## config.mk

```make
export PLATFORM = sky130hd
export DESIGN_NAME = mmio_timer_flat
export DESIGN_NICKNAME = d
export VERILOG_FILES = /design/src/rtl/mmio_timer_if.sv /design/src/rtl/mmio_timer.sv /design/src/flat_wrapper.sv
export SDC_FILE = /design/constraint.sdc
export NUM_CORES = 1
export LEC_CHECK = 0
export BUFFER_PORTS_ARGS = -buffer_cell sky130_fd_sc_hd__buf_4
export CAP_MARGIN = 20
export CORE_UTILIZATION = 50
export CTS_CLUSTER_DIAMETER = 40
export DETAILED_ROUTE_END_ITERATION = 10
export PLACE_DENSITY = 0.71
export SLEW_MARGIN = 0
export SYNTH_ARGS = -nofsm -noshare
export SYNTH_HDL_FRONTEND = slang
export SYNTH_SLANG_ARGS = --single-unit
```

## constraint.sdc

```tcl
create_clock -name clk -period 2.85 [get_ports clk]
set_clock_uncertainty 0.2 [all_clocks]
set_input_delay 0 -clock clk [delete_from_list [all_inputs] [get_ports clk]]
set_output_delay 0 -clock clk [all_outputs]
set_load 0.05 [all_outputs]
```

## src/rtl/mmio_timer_if.sv

```systemverilog
// CPU data-bus view of the memory-mapped timer: address, write strobe/data,
// combinational read data, window select and interrupt line.
interface mmio_timer_if;
    logic [31:0] addr;
    logic        wr_sig;
    logic [31:0] wr_data;
    logic [31:0] rd_data;
    logic        sel;
    logic        irq;

    modport master (
        output addr, wr_sig, wr_data,
        input  rd_data, sel, irq
    );

    modport slave (
        input  addr, wr_sig, wr_data,
        output rd_data, sel, irq
    );
endinterface

```

## src/rtl/mmio_timer.sv

```systemverilog
// Memory-mapped prescaled 32-bit up-counter with compare match, overflow flag,
// auto-reload/one-shot modes and a level-sensitive interrupt.
module mmio_timer #(
    parameter logic [31:0] BASE_ADDR  = 32'h0000_1000,
    parameter int unsigned PRESCALE_W = 8
) (
    input logic         clk,
    input logic         reset_n,
    mmio_timer_if.slave bus
);

    typedef enum logic [1:0] {
        REG_CTRL   = 2'd0,
        REG_COUNT  = 2'd1,
        REG_CMP    = 2'd2,
        REG_STATUS = 2'd3
    } reg_e;

    logic                  en;
    logic                  auto_rl;
    logic                  irq_en;
    logic [PRESCALE_W-1:0] presc;
    logic [PRESCALE_W-1:0] pcnt;
    logic [31:0]           count;
    logic [31:0]           cmp;
    logic                  match;
    logic                  ovf;

    reg_e  offset;
    logic  wr_en;
    logic  wr_ctrl;
    logic  wr_count;
    logic  wr_cmp;
    logic  wr_status;
    logic  tick;
    logic  hit;
    logic  unused_addr_lsbs;

    assign bus.sel   = (bus.addr[31:4] == BASE_ADDR[31:4]);
    assign offset    = reg_e'(bus.addr[3:2]);
    assign wr_en     = bus.wr_sig && bus.sel;
    assign wr_ctrl   = wr_en && (offset == REG_CTRL);
    assign wr_count  = wr_en && (offset == REG_COUNT);
    assign wr_cmp    = wr_en && (offset == REG_CMP);
    assign wr_status = wr_en && (offset == REG_STATUS);

    assign tick = en && (pcnt == presc);
    assign hit  = (count == cmp);

    assign bus.irq = match && irq_en;

    assign unused_addr_lsbs = &{1'b0, bus.addr[1:0]};

    always_comb begin
        bus.rd_data = '0;
        if (bus.sel) begin
            case (offset)
                REG_CTRL: begin
                    bus.rd_data[0]               = en;
                    bus.rd_data[1]               = auto_rl;
                    bus.rd_data[2]               = irq_en;
                    bus.rd_data[8 +: PRESCALE_W] = presc;
                end
                REG_COUNT:  bus.rd_data = count;
                REG_CMP:    bus.rd_data = cmp;
                REG_STATUS: bus.rd_data[1:0] = {ovf, match};
                default:    bus.rd_data = '0;
            endcase
        end
    end

    // Software writes take priority over tick updates except for the STATUS
    // flags, where a hardware set in the same cycle beats the W1C.
    always_ff @(posedge clk or negedge reset_n) begin
        if (!reset_n) begin
            en      <= 1'b0;
            auto_rl <= 1'b0;
            irq_en  <= 1'b0;
            presc   <= '0;
            pcnt    <= '0;
            count   <= '0;
            cmp     <= '1;
            match   <= 1'b0;
            ovf     <= 1'b0;
        end else begin
            if (wr_ctrl || !en || tick) begin
                pcnt <= '0;
            end else begin
                pcnt <= pcnt + 1'b1;
            end

            if (wr_ctrl) begin
                en      <= bus.wr_data[0];
                auto_rl <= bus.wr_data[1];
                irq_en  <= bus.wr_data[2];
                presc   <= bus.wr_data[8 +: PRESCALE_W];
            end else if (tick && hit && !auto_rl) begin
                en <= 1'b0;
            end

            if (wr_count) begin
                count <= bus.wr_data;
            end else if (tick) begin
                if (hit) begin
                    if (auto_rl) begin
                        count <= '0;
                    end
                end else begin
                    count <= count + 32'd1;
                end
            end

            if (wr_cmp) begin
                cmp <= bus.wr_data;
            end

            if (tick && hit) begin
                match <= 1'b1;
            end else if (wr_status && bus.wr_data[0]) begin
                match <= 1'b0;
            end

            if (tick && !hit && (count == '1)) begin
                ovf <= 1'b1;
            end else if (wr_status && bus.wr_data[1]) begin
                ovf <= 1'b0;
            end
        end
    end

endmodule

```

## src/flat_wrapper.sv

```systemverilog
// flat-port wrapper written by rule: the top's interface ports become plain ports
module mmio_timer_flat 
#(
    parameter logic [31:0] BASE_ADDR  = 32'h0000_1000,
    parameter int unsigned PRESCALE_W = 8
)
  (clk, reset_n, bus_addr, bus_wr_sig, bus_wr_data, bus_rd_data, bus_sel, bus_irq);
  mmio_timer_if bus_i ();
  input logic clk;
  input logic reset_n;
  input wire logic [$bits(bus_i.addr)-1:0] bus_addr;
  input wire logic [$bits(bus_i.wr_sig)-1:0] bus_wr_sig;
  input wire logic [$bits(bus_i.wr_data)-1:0] bus_wr_data;
  output wire logic [$bits(bus_i.rd_data)-1:0] bus_rd_data;
  output wire logic [$bits(bus_i.sel)-1:0] bus_sel;
  output wire logic [$bits(bus_i.irq)-1:0] bus_irq;
  assign bus_i.addr = bus_addr;
  assign bus_i.wr_sig = bus_wr_sig;
  assign bus_i.wr_data = bus_wr_data;
  assign bus_rd_data = bus_i.rd_data;
  assign bus_sel = bus_i.sel;
  assign bus_irq = bus_i.irq;
  mmio_timer #(.BASE_ADDR(BASE_ADDR), .PRESCALE_W(PRESCALE_W)) u_core (.clk(clk), .reset_n(reset_n), .bus(bus_i));
endmodule
```

==> results.py, run 1 <==
metrics = {
    "run_status": {
        "status": "completed",
    },
    "detailed_routing": {
        "ant_nets": 0,
        "num_vias": 5226,
        "drc": 0,
        "postRouteWirelength_um": 15800,
        "drtPass1Iterations": 8,
        "first_iter_violations": 494,
        "wl_per_cell_um": 17.8,
        "viasPerCell": 5.91,
    },
    "global_route": {
        "use_met2": 0.494,
        "grt_max_degree": 84,
        "grt_pass1_vias": 5241,
        "grt_usage": 0.296,
        "grt.overflow.total": 0,
        "met1_usage": 0.392,
        "antenna_found_initial": 0,
        "grt_pass1_wl_um": 25900,
        "met3_usage": 0.0495,
        "top_usage_layer": "met2",
    },
    "logic_synthesis": {
        "synthesis.nets": 676,
        "ys_types": 52,
        "synth_compound_area_frac": 0.159,
        "synth_top_family_by_area": "simple AND/OR/NAND/NOR gates",
        "synth_area_leaders": "dfrtp_1 25%, dfstp_2 16%, xnor2_1 7.2%, mux2_2 6.5%, nand2_1 5.8%",
        "synth_fa_ha_area_frac": 0.0187,
        "synth_cells": 601,
        "ys_async_sr_fraction": 1.00,
        "synth_top_area_frac": 0.248,
        "seq_area_frac_synth": 0.406,
        "ys_seq_elements": 85,
        "synth_edf_count": 0,
        "netlist_area_um2": 5340,
        "yosys_warnings": 0,
        "synth-xor-area-share": 0.0755,
        "synth_top_cell_by_area": "dfrtp_1",
        "synthMuxAreaShare": 0.0755,
        "synthFlopType": "dfrtp_1",
        "syn_avg_cell_area_um2": 8.88,
        "synthSimpleGateAreaFrac": 0.223,
    },
    "sta": {
        "final-setup-viol-count": 0,
        "slew_viol_final": 0,
        "max_slew_margin": 0.486,
        "period_share": 0.945,
        "rsz0062_at_grt": "no",
        "tns_ps": 0,
        "period_minus_slack_ps": 2690,
        "tightest_slew_ps": 769,
        "hold_viol": 0,
        "fmax_mhz": 371,
    },
    "setup_path": {
        "criticalPathCategory": "flop to flop",
        "worstPathRequired_ps": 2890,
        "cpMaxStageDelayCell": "dfrtp_1",
        "cpPeakStageDelay_ps": 470,
        "crit_path_start_kind": "flop",
        "path_cells": "xnor2_1 -> nand4_1 -> nor4_1 -> and2_2 -> buf_12 -> nor3_1 -> a222oi_1 -> o31ai_1",
        "worstPathArrival_ps": 2730,
        "critPathMaxFanout": 17,
        "cp-end-kind": "flop",
    },
    "place": {
        "dpl_cell_area_um2": 6350,
        "hpwl_um": 11000,
        "port_buffers": 98,
        "place.gp.congestion": 0.856,
    },
    "run": {
        "max_cap_viol_count": 0,
    },
    "clock_tree": {
        "cts_tree": "yes",
        "cts.sinks": 85,
        "insertion_delay_ps": 370,
        "clk_pin_slew_ps": 80,
        "h-tree-depth": 3,
        "cts_buffer_depth": 2,
        "cts_buffers": 9,
        "root_buffer": "clkbuf_8",
    },
    "floorplan": {
        "rows": 37,
        "io_pins": 101,
        "dieArea_um2": 11100,
        "core_um2": 10300,
        "die_h_um": 105,
        "start_util": 0.517,
        "fp.dieW_um": 105,
    },
    "cells_and_area": {
        "final_cell_mix": "134 x buf_4, 83 x nand2_1, 55 x nor2_1",
        "final_common_cell": "buf_4",
        "drive_gt1_frac": 0.302,
        "antenna_cells": 0,
        "synthToLayoutAreaGrowth_pct": 31.8,
        "stdcell_area_um2": 7040,
        "nFillCells": 827,
        "fin_nets": 818,
    },
    "power_and_ir_drop": {
        "p_leak_uw": 0.00293,
        "power_uw": 2520,
        "powerDensity_nw_per_um2": 358,
        "ir_worst_vdd_mv": 0.263,
    },
    "hold_path": {
        "hp-class": "primary input to flop",
    },
}
[synthesized netlist by cell type (4+ instances only)]
cell type and n:
nand2_1 83, nor2_1 55, dfrtp_1 53, a21oi_1 44, xnor2_1 44, dfstp_2 32
mux2_2 31, o21ai_0 29, clkbuf_1 26, a22oi_1 24, nand4_1 21, buf_2 15
nand3_1 15, or3_1 15, a222oi_1 12, or4_1 10, nor4_1 9, and3_1 8
ha_1 8, nor3_1 8, inv_1 7, o21ai_1 4
[critical path, delay by kind of cell (launching register included)]
family          cells  cell delay (ps)
compound gates      2              470
simple gates        4              920
buf+inv             1              180
xor+xnor            1              320
flops               1              470
[where the power goes]
part	switching (uW)	total (uW)	internal (uW)
logic	90.4	205	114
registers	0.0297	1210	1210
clock network	450	1110	655
[timing repair]
action | CTS | global route
buffers inserted | 0 | 0
hold endpoints to repair | 130 | 10
gates resized for setup | 0 | 2
hold buffers | 38 | 1
endpoints found under the setup margin | 0 | 5
[cell families after synthesis]
kind of cell               after synthesis
buffers and inverters                   52
AOI/OAI and AO/OA                      133
and+or+nand+nor                        241
DFF                                     85
adders and majority gates                8
muxes                                   36
xor gates and xnor gates                46
[sequential cells by signal (all words and copies together) (netlist names)]
signal          flops
u_core.auto_rl      1
u_core.cmp         32
u_core.count       32
u_core.en           1
u_core.irq_en       1
u_core.match        1
u_core.ovf          1
u_core.pcnt         8
u_core.presc        8
[layout make-up]
class,count,area (um^2),area share
Tap cell,136,170,0.0242
Multi-Input combinational cell,464,2950,0.419
Clock buffer,13,169,0.0240
Timing Repair Buffer,176,1460,0.208
Sequential cell,85,2170,0.308
Inverter,7,26.3,0.00373
Clock inverter,3,90.1,0.0128
[metrics by stage]
step                 util  hold slack, ps  instances  worst slack (ps)
finish              0.682            56.9        884               157
global route        0.682            81.7        884              11.3
CTS                 0.677            49.5        882               125
detailed placement  0.615            16.6        828               167
global placement    0.615            10.3        828               263
floorplan               -            -496        601               504
[metal layers]
layer	vias up	share of wire
met5	-	0
met4	0	0.022
met3	35	0.060
met2	230	0.49
met1	2502	0.43
li1	2459	-
[final timing paths]
check	startpoint	to	slack (ps)	depth (start not counted)
hold / removal	bus_addr[3]	u_core.ovf	60	5
hold reg to reg	u_core.pcnt[0]	u_core.pcnt[0]	320	1
min in group asynchronous	reset_n	u_core.count[6]	480	3
setup reg to reg	u_core.count[14]	u_core.count[27]	160	8
setup / recovery	u_core.count[14]	u_core.count[27]	160	8
max in group asynchronous	reset_n	u_core.cmp[13]	1300	4
Note: power is estimated with default switching activity, not from simulation.
==> run 2: changes to the inputs <==
==> constraint.sdc (replaced) <==
create_clock -name clk -period 2.8 [get_ports clk]
set_clock_uncertainty 0.2 [all_clocks]
set_input_delay 0 -clock clk [delete_from_list [all_inputs] [get_ports clk]]
set_output_delay 0 -clock clk [all_outputs]
set_load 0.05 [all_outputs]
==> run 2 against run 1 <==
Critical path depth unchanged. Clock power about the same. Via count down 0.71%. Sequential share of layout area up 0.22 points. Cell area down 0.71%. Wire length down 0.49%. Sequential power about the same. Critical path type unchanged. Critical endpoint unchanged.
==> results.py, run 2 (synthesis gave the netlist of run 1 again) <==
metrics = {
    "clock_tree": {
        "h-tree-depth": 3,
        "root_buffer": "clkbuf_8",
        "cts_buffers": 9,
        "cts.sinks": 85,
        "clk_pin_slew_ps": 90,
        "insertion_delay_ps": 370,
        "post_cts_buffers": 0,
        "cts_tree": "yes",
        "cts_buffer_depth": 2,
    },
    "detailed_routing": {
        "postRouteWirelength_um": 15700,
        "num_vias": 5189,
        "first_iter_violations": 428,
        "drtPass1Iterations": 7,
        "ant_nets": 0,
        "drc": 0,
        "viasPerCell": 5.89,
        "wl_per_cell_um": 17.8,
    },
    "cells_and_area": {
        "drive_gt1_frac": 0.299,
        "antenna_cells": 0,
        "final_common_cell": "buf_4",
        "instances_no_fill": 881,
        "fin_nets": 815,
        "synthToLayoutAreaGrowth_pct": 30.9,
        "final_cell_mix": "134 x buf_4, 83 x nand2_1, 55 x nor2_1",
        "top_regs": "u_core.cmp x32, u_core.count x32",
    },
    "place": {
        "port_buffers": 98,
        "hpwl_um": 11100,
        "placedCellCount": 826,
        "place.gp.congestion": 0.876,
    },
    "sta": {
        "period_share": 0.933,
        "fmax_mhz": 383,
        "period_minus_slack_ps": 2610,
        "max_slew_margin": 0.446,
        "rsz0062_at_grt": "no",
        "tns_ps": 0,
        "tightest_slew_ps": 829,
        "final-setup-viol-count": 0,
        "slew_viol_final": 0,
        "hold_viol": 0,
    },
    "setup_path": {
        "criticalPathCategory": "flop to flop",
        "worstPathArrival_ps": 2660,
        "cp-end-kind": "flop",
        "critPathMaxFanout": 8,
        "worstPathRequired_ps": 2850,
        "crit_path_start_kind": "flop",
    },
    "floorplan": {
        "fp.dieW_um": 105,
        "die_h_um": 105,
        "io_pins": 101,
        "start_util": 0.517,
        "dieArea_um2": 11100,
        "core_um2": 10300,
        "rows": 37,
    },
    "global_route": {
        "grt_pass1_wl_um": 25800,
        "grt_pass1_vias": 5178,
        "grt_max_degree": 84,
        "antenna_found_initial": 0,
        "grt.overflow.total": 0,
        "grt_usage": 0.296,
    },
    "power_and_ir_drop": {
        "p_leak_uw": 0.00291,
        "ir_worst_vdd_mv": 0.280,
        "powerDensity_nw_per_um2": 367,
    },
    "hold_path": {
        "hp-class": "primary input to flop",
    },
    "run_status": {
        "status": "completed",
    },
    "run": {
        "max_cap_viol_count": 0,
    },
}
==> run 2: changes by cell type in the layout (fill, tap and decap cells not counted), sizes merged <==
cell	delta
buf	-2
dlygate4sd3	-1
==> run 2: timing repair <==
action / CTS / global route
setup endpoints to repair: 0 / 5
hold buffers: 37 / 1
gates resized for setup: 0 / 2
endpoints found under the hold margin: 130 / 7
==> run 2: worst paths after layout <==
kind                                start  slack, ps  cells after the start               end
max reg2reg                u_core.cmp[20]        190                      8  u_core.count[27]
max in group asynchronous         reset_n       1210                      5    u_core.cmp[23]
max                        u_core.cmp[20]        190                      8  u_core.count[27]
min in group asynchronous         reset_n        380                      3  u_core.count[31]
min reg2reg                u_core.pcnt[0]        310                      1    u_core.pcnt[0]
min                           bus_addr[3]         50                      4      u_core.match
==> run 2: worst max-delay path, stage by stage (launching register included) <==
cell and delay (ps):
dfstp_2 570, xnor2_1 140, nand4_1 180, nor4_1 400, and2_2 330, buf_4 190
nor3_1 70, a222oi_1 280, o31ai_1 120
==> run 2: final cells by class <==
| cell class | instances | area (um^2) |
|---|---|---|
| timing repair buffer | 173 | 1410 |
| multi-input combinational | 464 | 2950 |
| sequential | 85 | 2170 |
| clock buffer | 13 | 169 |
| tap | 136 | 170 |
| clock inverter | 3 | 90.1 |
| fill | 834 | 3340 |
| inverter | 7 | 26.3 |
==> run 2: where the power goes <==
group,switching [uW],internal (uW)
clock network,462,667
logic,92.9,116
registers,0.0302,1230
==> run 2: through the flow <==
step | total power [uW] | area, um^2 | utilization | worst slack [ps] | hold slack, ps
5_1_grt | 2650 | 6990 | 0.677 | 58.9 | 84.4
3_5_place_dp | 1420 | 6310 | 0.612 | 151 | 18.0
6_report | 2570 | 6990 | 0.677 | 187 | 47.6
4_1_cts | 2570 | 6940 | 0.673 | 117 | 44.2
3_3_place_gp | 1410 | 6310 | 0.612 | 216 | 10.1
2_1_floorplan | 1290 | 5340 | - | 454 | -496
==> run 2: layer usage <==
layer | track usage | vias to the layer above | part of all wire
met1 | 0.402 | 2533 | 0.44
met3 | 0.0322 | 32 | 0.043
met4 | 0.129 | 0 | 0.026
met5 | 0 | - | 0
met2 | 0.480 | 173 | 0.49
li1 | - | 2451 | -
